==> src/rtl/compound_link_initiator_pkg.sv <==
// Shared link types. Both ends of the CompoundType sync/notify link import
// this package so the payload layout is defined in exactly one place.
package testbasic15_types;

    typedef enum logic {
        read  = 1'b0,
        write = 1'b1
    } mode_e;

    typedef struct packed {
        mode_e              mode;
        logic signed [31:0] x;
        logic               y;
    } CompoundType;

    // Send-side section of the initiator.
    typedef enum logic {
        SEC_IDLE  = 1'b0,
        SEC_OFFER = 1'b1
    } InitSection;

    localparam CompoundType COMPOUND_RESET = '{mode: read, x: 32'sd0, y: 1'b0};

    // A queued command may be issued if it is a posted write, or if there
    // is still room for another tracked read.
    function automatic logic can_issue(input CompoundType head, input logic read_room);
        return (head.mode == write) || read_room;
    endfunction

endpackage

==> src/rtl/compound_link_initiator_fifo.sv <==
// Small command FIFO for CompoundType payloads. Head entry is visible
// combinationally; push is ignored when full and pop is ignored when empty.
module compound_fifo
    import testbasic15_types::*;
#(
    parameter int DEPTH = 4
) (
    input  logic        clk,
    input  logic        rst,
    input  logic        push,
    input  CompoundType push_data,
    input  logic        pop,
    output CompoundType head,
    output logic        full,
    output logic        empty
);

    localparam int AW = $clog2(DEPTH);

    CompoundType     mem [DEPTH];
    logic [AW-1:0]   wr_ptr;
    logic [AW-1:0]   rd_ptr;
    logic [AW:0]     count;
    logic            push_en;
    logic            pop_en;

    assign full    = (count == (AW+1)'(DEPTH));
    assign empty   = (count == '0);
    assign push_en = push && !full;
    assign pop_en  = pop && !empty;
    assign head    = mem[rd_ptr];

    // Storage array; contents are only meaningful between the pointers.
    always_ff @(posedge clk) begin
        if (push_en) begin
            mem[wr_ptr] <= push_data;
        end
    end

    // Pointers wrap naturally at DEPTH (power of two); count tracks fill.
    always_ff @(posedge clk or posedge rst) begin
        if (rst) begin
            wr_ptr <= '0;
            rd_ptr <= '0;
            count  <= '0;
        end else begin
            if (push_en) begin
                wr_ptr <= wr_ptr + 1'b1;
            end
            if (pop_en) begin
                rd_ptr <= rd_ptr + 1'b1;
            end
            if (push_en && !pop_en) begin
                count <= count + 1'b1;
            end else if (!push_en && pop_en) begin
                count <= count - 1'b1;
            end
        end
    end

endmodule

==> src/rtl/compound_link_initiator.sv <==
// Initiator end of the CompoundType sync/notify link: buffers host commands,
// offers them on the request channel, tracks outstanding reads and holds
// returned responses for the host.
//
// Handshake: on both channels a transfer happens on a rising clk edge where
// notify and sync are both 1. Each side drives its own signal independently;
// neither waits for the other's signal before asserting its own, and an
// offered request stays stable until it is taken.
module compound_link_initiator
    import testbasic15_types::*;
#(
    parameter int DEPTH   = 4,
    parameter int MAX_OUT = 4
) (
    input  logic                         clk,
    input  logic                         rst,
    input  logic                         cmd_valid,
    output logic                         cmd_ready,
    input  CompoundType                  cmd_data,
    output CompoundType                  req,
    output logic                         req_notify,
    input  logic                         req_sync,
    input  CompoundType                  rsp,
    input  logic                         rsp_sync,
    output logic                         rsp_notify,
    output logic                         rsp_valid,
    output CompoundType                  rsp_data,
    input  logic                         rsp_ready,
    output logic [$clog2(MAX_OUT+1)-1:0] outstanding,
    output logic                         proto_err,
    output InitSection                   section
);

    localparam int               OW        = $clog2(MAX_OUT + 1);
    localparam logic [OW-1:0]    MAX_OUT_W = OW'(MAX_OUT);

    InitSection     state;
    InitSection     state_next;
    CompoundType    fifo_head;
    logic           fifo_full;
    logic           fifo_empty;
    logic           fifo_pop;
    logic           req_done;
    logic           read_done;
    logic           rsp_accept;
    logic           rsp_dec;
    logic [OW-1:0]  out_next;

    assign cmd_ready  = !fifo_full;
    assign req_notify = (state == SEC_OFFER);
    assign section    = state;
    assign rsp_notify = !rsp_valid || rsp_ready;
    assign rsp_accept = rsp_sync && rsp_notify;
    assign req_done   = req_notify && req_sync;
    assign read_done  = req_done && (req.mode == read);
    assign rsp_dec    = rsp_accept && (outstanding != '0);

    compound_fifo #(
        .DEPTH (DEPTH)
    ) u_fifo (
        .clk       (clk),
        .rst       (rst),
        .push      (cmd_valid && cmd_ready),
        .push_data (cmd_data),
        .pop       (fifo_pop),
        .head      (fifo_head),
        .full      (fifo_full),
        .empty     (fifo_empty)
    );

    // Outstanding count after this edge; used so a reload in SEC_OFFER never
    // lets the tracked reads exceed MAX_OUT.
    always_comb begin
        out_next = outstanding;
        if (read_done && !rsp_dec) begin
            out_next = outstanding + 1'b1;
        end else if (!read_done && rsp_dec) begin
            out_next = outstanding - 1'b1;
        end
    end

    // Send FSM next-state and FIFO pop decision.
    always_comb begin
        state_next = state;
        fifo_pop   = 1'b0;
        case (state)
            SEC_IDLE: begin
                if (!fifo_empty && can_issue(fifo_head, outstanding < MAX_OUT_W)) begin
                    fifo_pop   = 1'b1;
                    state_next = SEC_OFFER;
                end
            end
            SEC_OFFER: begin
                if (req_done) begin
                    if (!fifo_empty && can_issue(fifo_head, out_next < MAX_OUT_W)) begin
                        fifo_pop = 1'b1;
                    end else begin
                        state_next = SEC_IDLE;
                    end
                end
            end
            default: state_next = SEC_IDLE;
        endcase
    end

    // Send FSM state register.
    always_ff @(posedge clk or posedge rst) begin
        if (rst) begin
            state <= SEC_IDLE;
        end else begin
            state <= state_next;
        end
    end

    // Request payload loads whenever the head is popped.
    always_ff @(posedge clk or posedge rst) begin
        if (rst) begin
            req <= COMPOUND_RESET;
        end else if (fifo_pop) begin
            req <= fifo_head;
        end
    end

    // Response holding register, outstanding-read counter and sticky error.
    always_ff @(posedge clk or posedge rst) begin
        if (rst) begin
            rsp_valid   <= 1'b0;
            rsp_data    <= COMPOUND_RESET;
            outstanding <= '0;
            proto_err   <= 1'b0;
        end else begin
            outstanding <= out_next;
            if (rsp_accept) begin
                rsp_data  <= rsp;
                rsp_valid <= 1'b1;
                if ((outstanding == '0) || (rsp.mode != read)) begin
                    proto_err <= 1'b1;
                end
            end else if (rsp_ready) begin
                rsp_valid <= 1'b0;
            end
        end
    end

endmodule

==> config.mk <==
export PLATFORM = sky130hd
export DESIGN_NAME = compound_link_initiator
export DESIGN_NICKNAME = d
export VERILOG_FILES = /design/src/rtl/compound_link_initiator_pkg.sv /design/src/rtl/compound_link_initiator_fifo.sv /design/src/rtl/compound_link_initiator.sv
export SDC_FILE = /design/constraint.sdc
export NUM_CORES = 1
export LEC_CHECK = 0
export CORE_UTILIZATION = 30
export DETAILED_ROUTE_END_ITERATION = 12
export GPL_TIMING_DRIVEN = 0
export PLACE_DENSITY_LB_ADDON = 0.08
export SLEW_MARGIN = 20
export SYNTH_ARGS = -nofsm -noshare
export SYNTH_HDL_FRONTEND = slang
export SYNTH_SLANG_ARGS = --single-unit
==> constraint.sdc <==
create_clock -name clk -period 4.6 [get_ports clk]
set_clock_uncertainty 0.1 [all_clocks]
set_input_delay 1.15 -clock clk [delete_from_list [all_inputs] [get_ports clk]]
set_output_delay 1.15 -clock clk [all_outputs]
set_load 0.02 [all_outputs]
==> results of run 1 <==
cells in the mapped netlist, types with 2 or more instances:
| cell type | instances | share of area |
|---|---|---|
| edfxtp_1 | 136 | 0.49 |
| dfrtp_1 | 81 | 0.24 |
| mux2_2 | 42 | 0.056 |
| mux4_2 | 34 | 0.091 |
| mux2_4 | 28 | 0.050 |
| inv_1 | 11 | 0.0049 |
| ha_1 | 10 | 0.015 |
| clkbuf_1 | 6 | 0.0027 |
| and3_1 | 5 | 0.0037 |
| nor2_1 | 5 | 0.0022 |
| buf_2 | 4 | 0.0024 |
| nand2_1 | 4 | 0.0018 |
| buf_6 | 3 | 0.0040 |
| nand2b_1 | 3 | 0.0022 |
| o21ai_0 | 3 | 0.0018 |
| xor2_1 | 3 | 0.0031 |
| a211oi_1 | 2 | 0.0018 |
| a21oi_1 | 2 | 0.0012 |
| nand4_1 | 2 | 0.0015 |
| o211ai_1 | 2 | 0.0018 |
| o21a_1 | 2 | 0.0018 |
| or3_1 | 2 | 0.0015 |
| xnor2_1 | 2 | 0.0021 |
final cells by class:
cell class | count | area [um2] | area share
Multi-Input combinational cell | 165 | 2165 | 0.1925
Inverter | 11 | 46.29 | 0.004118
Clock buffer | 31 | 658.1 | 0.05854
Sequential cell | 217 | 6111 | 0.5436
Buffer | 14 | 83.83 | 0.007457
Clock inverter | 14 | 88.84 | 0.007902
Timing Repair Buffer | 157 | 1624 | 0.1445
Tap cell | 372 | 465.4 | 0.04140
flip-flops by register name, summed over array words and instances (netlist names):
| name | cells |
|---|---|
| outstanding | 3 |
| proto_err | 1 |
| req | 34 |
| req_notify | 1 |
| rsp_data | 34 |
| rsp_valid | 1 |
| u_fifo.count | 3 |
| u_fifo.mem | 136 |
| u_fifo.rd_ptr | 2 |
| u_fifo.wr_ptr | 2 |
worst max path at each step:
| stage | startpoint | endpoint | slack [ps] | cells after the start |
|---|---|---|---|---|
| 2_1_floorplan | rsp_ready | u_fifo.count[2] | 60 | 16 |
| 3_3_place_gp | rsp_ready | u_fifo.count[1] | -660 | 15 |
| 3_5_place_dp | rsp_ready | u_fifo.count[1] | -720 | 15 |
| 4_1_cts | rsp_ready | u_fifo.count[2] | 90 | 16 |
| 5_1_grt | rsp_ready | u_fifo.count[2] | -7 | 16 |
| 6_report | rsp_ready | u_fifo.count[2] | 200 | 16 |
logic make-up (layout without fill, tap and decap cells):
group / after synthesis / in the layout / share of synthesized area
xor gates and xnor gates: 5 / 5 / 0.005224
adders and majority gates: 11 / 11 / 0.01731
and+or+nand+nor: 29 / 29 / 0.01985
AOI/OAI and AO/OA: 16 / 16 / 0.01552
muxes: 104 / 104 / 0.1979
DFF: 217 / 217 / 0.7288
buffers and inverters: 26 / 227 / 0.01537
through the flow:
stage	hold slack [ps]	setup WS [ps]	setup TNS, ps	total power (W)
after floorplan	375.9	56.15	0	0.004573
after global placement	360.7	-664.7	-49860	0.005524
after detailed placement	383.0	-719.1	-2156	0.005609
after CTS	395.9	94.67	0	0.007458
after global routing	416.3	-6.589	-6.589	0.007730
final	394.0	202.9	0	0.007318
timing repair:
item	4_1_cts	5_1_grt
gates cloned	0	0
buffers inserted	0	2
pin swaps	1	2
endpoints found under the hold margin	0	0
resized for setup	1	0
endpoints found under the setup margin	2	2
power breakdown:
| part | internal [W] | total [W] | switching, W |
|---|---|---|---|
| clock network | 0.00106 | 0.00180 | 0.000736 |
| logic | 0.00144 | 0.00269 | 0.00125 |
| registers | 0.00261 | 0.00283 | 0.000222 |
per-layer routing:
| layer | part of all wire | vias to the layer above |
|---|---|---|
| met3 | 0.064 | 35 |
| met5 | 0 | - |
| met2 | 0.47 | 138 |
| met1 | 0.44 | 2153 |
| met4 | 0.023 | 0 |
| li1 | - | 1958 |
worst max-delay path: cells and delay by family:
| kind | cells | cell delay, ps |
|---|---|---|
| compound gates | 2 | 630 |
| xor+xnor | 2 | 310 |
| fa+ha+maj | 3 | 790 |
| simple gates | 5 | 1070 |
| buf+inv | 4 | 750 |
==> reports/metrics.cfg, run 1 <==
[run_status]
outcome = completed

[placed_design]
placed_cell_area_um2 = 10480
dp_cells = 935
gp_congestion = 0.6882
dp_hpwl_mm = 11.73
io_buffers = 150

[final_layout]
nFillCells = 2463
design_area_um2 = 11240
stdcell_count = 981
final_layout_size_suffix_gt1_frac = 0.2644
syn2layout_area_growth_pct = 34.08
num-nets-final = 676
fin_util = 0.4137
antennaDiodeCount = 0
final_common_cell = clkdlybuf4s50_1
final_cell_mix = clkdlybuf4s50_1 (150), edfxtp_1 (136), dfrtp_1 (81)

[cts]
htree_levels = 1
clk_latency_ps = 510
cts_tree = yes
clockBufferDepth = 3
cts_sinks = 217
cts_hold_buffers = 0
path_clk_slew_ps = 50
clockRootBuffer = clkbuf_16
cts_buffers = 25

[worst_hold_path]
min_path_type = register to register
hold_path_end = proto_err
hp-start = proto_err
holdPathStages = 1

[detailed_routing]
vias = 4284
drc_errors = 0
first_pass_iters = 4
drt_iter0_drc = 256
ant_nets = 0
vias_per_cell = 4.367
wirelength_mm = 17.96
wl_per_cell_um = 18.31

[sta]
slew_headroom = 0.4707
finalCritPeriodShare = 0.9559
worstMarginPinSlew_ps = 794.0
setup_viol = 0
fmax_ghz = 0.2274
hold_viol = 0
slew_viol_final = 0
fin_crit_ps = 4397

[global_routing]
grt_pass1_wl_mm = 27.52
met2_usage = 0.2145
grt_usage = 0.1273
grt-ovfl-total = 0
use_met1 = 0.1618
grt_max_degree = 43
grt_most_used_layer = met2
grt_use_met3 = 0.03125
grt_pass1_vias = 4683
antenna_found_initial = 0

[worst_setup_path]
critical_path_arrival_ps = 4730
end_kind = register
r2r_slack_ps = 880
timing.rr.start = outstanding[0]
slowest_delay_ps = 500
r2r_end = u_fifo.count[2]
reg2regPathDepth = 16
cp_cell_sequence = clkdlybuf4s50_1, nand2b_1, nand2_4, or2_2, ha_1, nand3b_1, a2111oi_4, a21oi_4, buf_6, inv_1, ha_1, inv_1, fa_1, xor2_1, nor2_1, xor2_1
critical_path.max_fanout = 18
worstSetupStartpointType = input pin
crit_slowest_cell = a2111oi_4
worstSetupPathType = input pin to register
required_ps = 4930

[job]
max-cap-violations = 0

[logic_synthesis]
syn_inst = 408
yosysSeqAreaShare = 0.7288
syn-num-nets = 493
yosys_warnings = 0
synth_ff_type = edfxtp_1
ys_seq_elements = 217
synth_area_um2 = 8384
synth_cell_types = 39
synthArstFlopShare = 0.3733
synth_edf_count = 136
syn_area_per_cell_um2 = 20.55

[floorplan]
start_util = 0.3085
pin_count = 151
die_w_um = 169.2
rows = 60
dieArea_um2 = 28620
die-height_um = 169.2
core_area_um2 = 27180

[power]
power_density_nw_per_um2 = 651.0
ir_drop_mv = 0.2260
p_leak_nw = 4.124

No activity file was read; power rests on OpenSTA's default activity.
==> inputs of run 2 (changes only) <==
GPL_TIMING_DRIVEN = 1   (was 0)
SLEW_MARGIN = 15   (was 20)
==> run 2 against run 1 <==
Effect of this change:
- sequential power about the same
- first-iteration DRC count down 11%
- sequential share of layout area grew 0.63 points
- design area down 1.1%
- die area stayed put
- largest power group unchanged
==> reports/metrics.cfg, run 2 (synthesized netlist as in run 1, its figures left out) <==
[run_status]
outcome = completed

[cts]
cts_sinks = 217
clk_latency_ps = 520
cts_tree = yes
htree_levels = 1
cts_hold_buffers = 0
post-cts-setup-buffers = 0
cts_resized = 0
path_clk_slew_ps = 60
clockRootBuffer = clkbuf_16
clockBufferDepth = 3
cts_buffers = 25

[detailed_routing]
drt_iter0_drc = 228
wl_per_cell_um = 18.55
vias_per_cell = 4.389
first_pass_iters = 4
ant_nets = 0
drc_errors = 0
vias = 4244
wirelength_mm = 17.94

[worst_setup_path]
cp_common_cell = inv_1
slowest_delay_ps = 550
critical_path_arrival_ps = 4300
endpoint = u_fifo.count[2]
required_ps = 4930
worstSetupStartpointType = input pin
timing.rr.start = outstanding[0]
startpoint = req_sync
cp_cell_sequence = clkdlybuf4s50_1, inv_1, or3_1, inv_1, ha_1, and4b_1, a2111oi_4, a21oi_4, inv_1, ha_1, inv_1, fa_1, xor2_1, nor2_1, xor2_1
critical_path.max_fanout = 7
r2r_slack_ps = 1160
crit_slowest_cell = clkdlybuf4s50_1
reg2regPathDepth = 15
r2r_end = u_fifo.count[2]
end_kind = register
worstSetupPathType = input pin to register

[global_routing]
grt_max_degree = 51
grt_usage = 0.1265
grt-ovfl-total = 0
grt_pass1_wl_mm = 27.39
antenna_found_initial = 0
grt_pass1_vias = 4620

[floorplan]
start_util = 0.3085
pin_count = 151
die-height_um = 169.2
core_area_um2 = 27180
dieArea_um2 = 28620
rows = 60
die_w_um = 169.2

[final_layout]
antennaDiodeCount = 0
final_common_cell = clkdlybuf4s50_1
top_regs = u_fifo.mem (136), req (34), rsp_data (34)
design_area_um2 = 11120
num-nets-final = 661
final_layout_size_suffix_gt1_frac = 0.2672
largest_reg_flops = 136
syn2layout_area_growth_pct = 32.61
final_cell_mix = clkdlybuf4s50_1 (150), edfxtp_1 (136), dfrtp_1 (79)
fin_util = 0.4091
max_flop_register = u_fifo.mem

[placed_design]
gp_congestion = 0.7094
dp_hpwl_mm = 10.54
placed_cell_area_um2 = 10330
io_buffers = 150

[sta]
worstMarginPinSlew_ps = 1048
fmax_ghz = 0.2518
whs_ps = 385.8
rsz0062_at_grt = false
slew_viol_final = 0
setup_tns_ps = 0
hold_viol = 0
fin_crit_ps = 3972
slew_headroom = 0.3012
setup_viol = 0
finalCritPeriodShare = 0.8635

[job]
max-cap-violations = 0

[power]
ir_drop_mv = 0.2739
power_density_nw_per_um2 = 654.5
p_leak_nw = 4.059

[worst_hold_path]
min_path_type = register to register

## run 2: metal layers
metal  vias up  routed length, um  GRT usage
li1       1927                  -          -
met1      2145               7764     0.1624
met2       143               8570     0.2120
met3        29               1186    0.03242
met4         0                414    0.03408
met5         -                  0          0
## run 2: power by group
part           switching (W)  leakage, nW  internal, W
sequential          0.000226         2.19      0.00262
combinational        0.00121         1.49      0.00135
clock               0.000754        0.382      0.00112
## run 2: worst max-delay path, delay by kind of cell
kind | cells | cell delay (ps)
compound gates | 2 | 510
xor+xnor | 2 | 300
fa+ha+maj | 3 | 790
buf+inv | 5 | 820
simple gates | 3 | 720
## run 2: layout make-up
class / instances / area [um2]
Clock inverter: 5 / 33.78
Sequential cell: 217 / 6113
Fill cell: 2464 / 16060
Multi-Input combinational cell: 165 / 2160
Inverter: 11 / 43.79
Timing Repair Buffer: 156 / 1546
Clock buffer: 41 / 755.7
Tap cell: 372 / 465.4
## run 2: worst min path at each step
| stage | startpoint | to | slack [ps] | cells after the start |
|---|---|---|---|---|
| 6_report | proto_err | proto_err | 390 | 1 |
| 5_1_grt | proto_err | proto_err | 410 | 1 |
| 4_1_cts | proto_err | proto_err | 400 | 1 |
| 3_5_place_dp | proto_err | proto_err | 380 | 1 |
| 3_3_place_gp | proto_err | proto_err | 370 | 1 |
| 2_1_floorplan | u_fifo.count[2] | u_fifo.count[2] | 380 | 1 |
## run 2: per-stage QoR
step	power, W	worst slack (ps)	instances
after floorplan	0.004573	56.15	408
after global placement	0.005486	183.5	921
after detailed placement	0.005523	123.0	921
after CTS	0.007440	649.7	967
after global routing	0.007694	420.9	967
final	0.007277	627.9	967
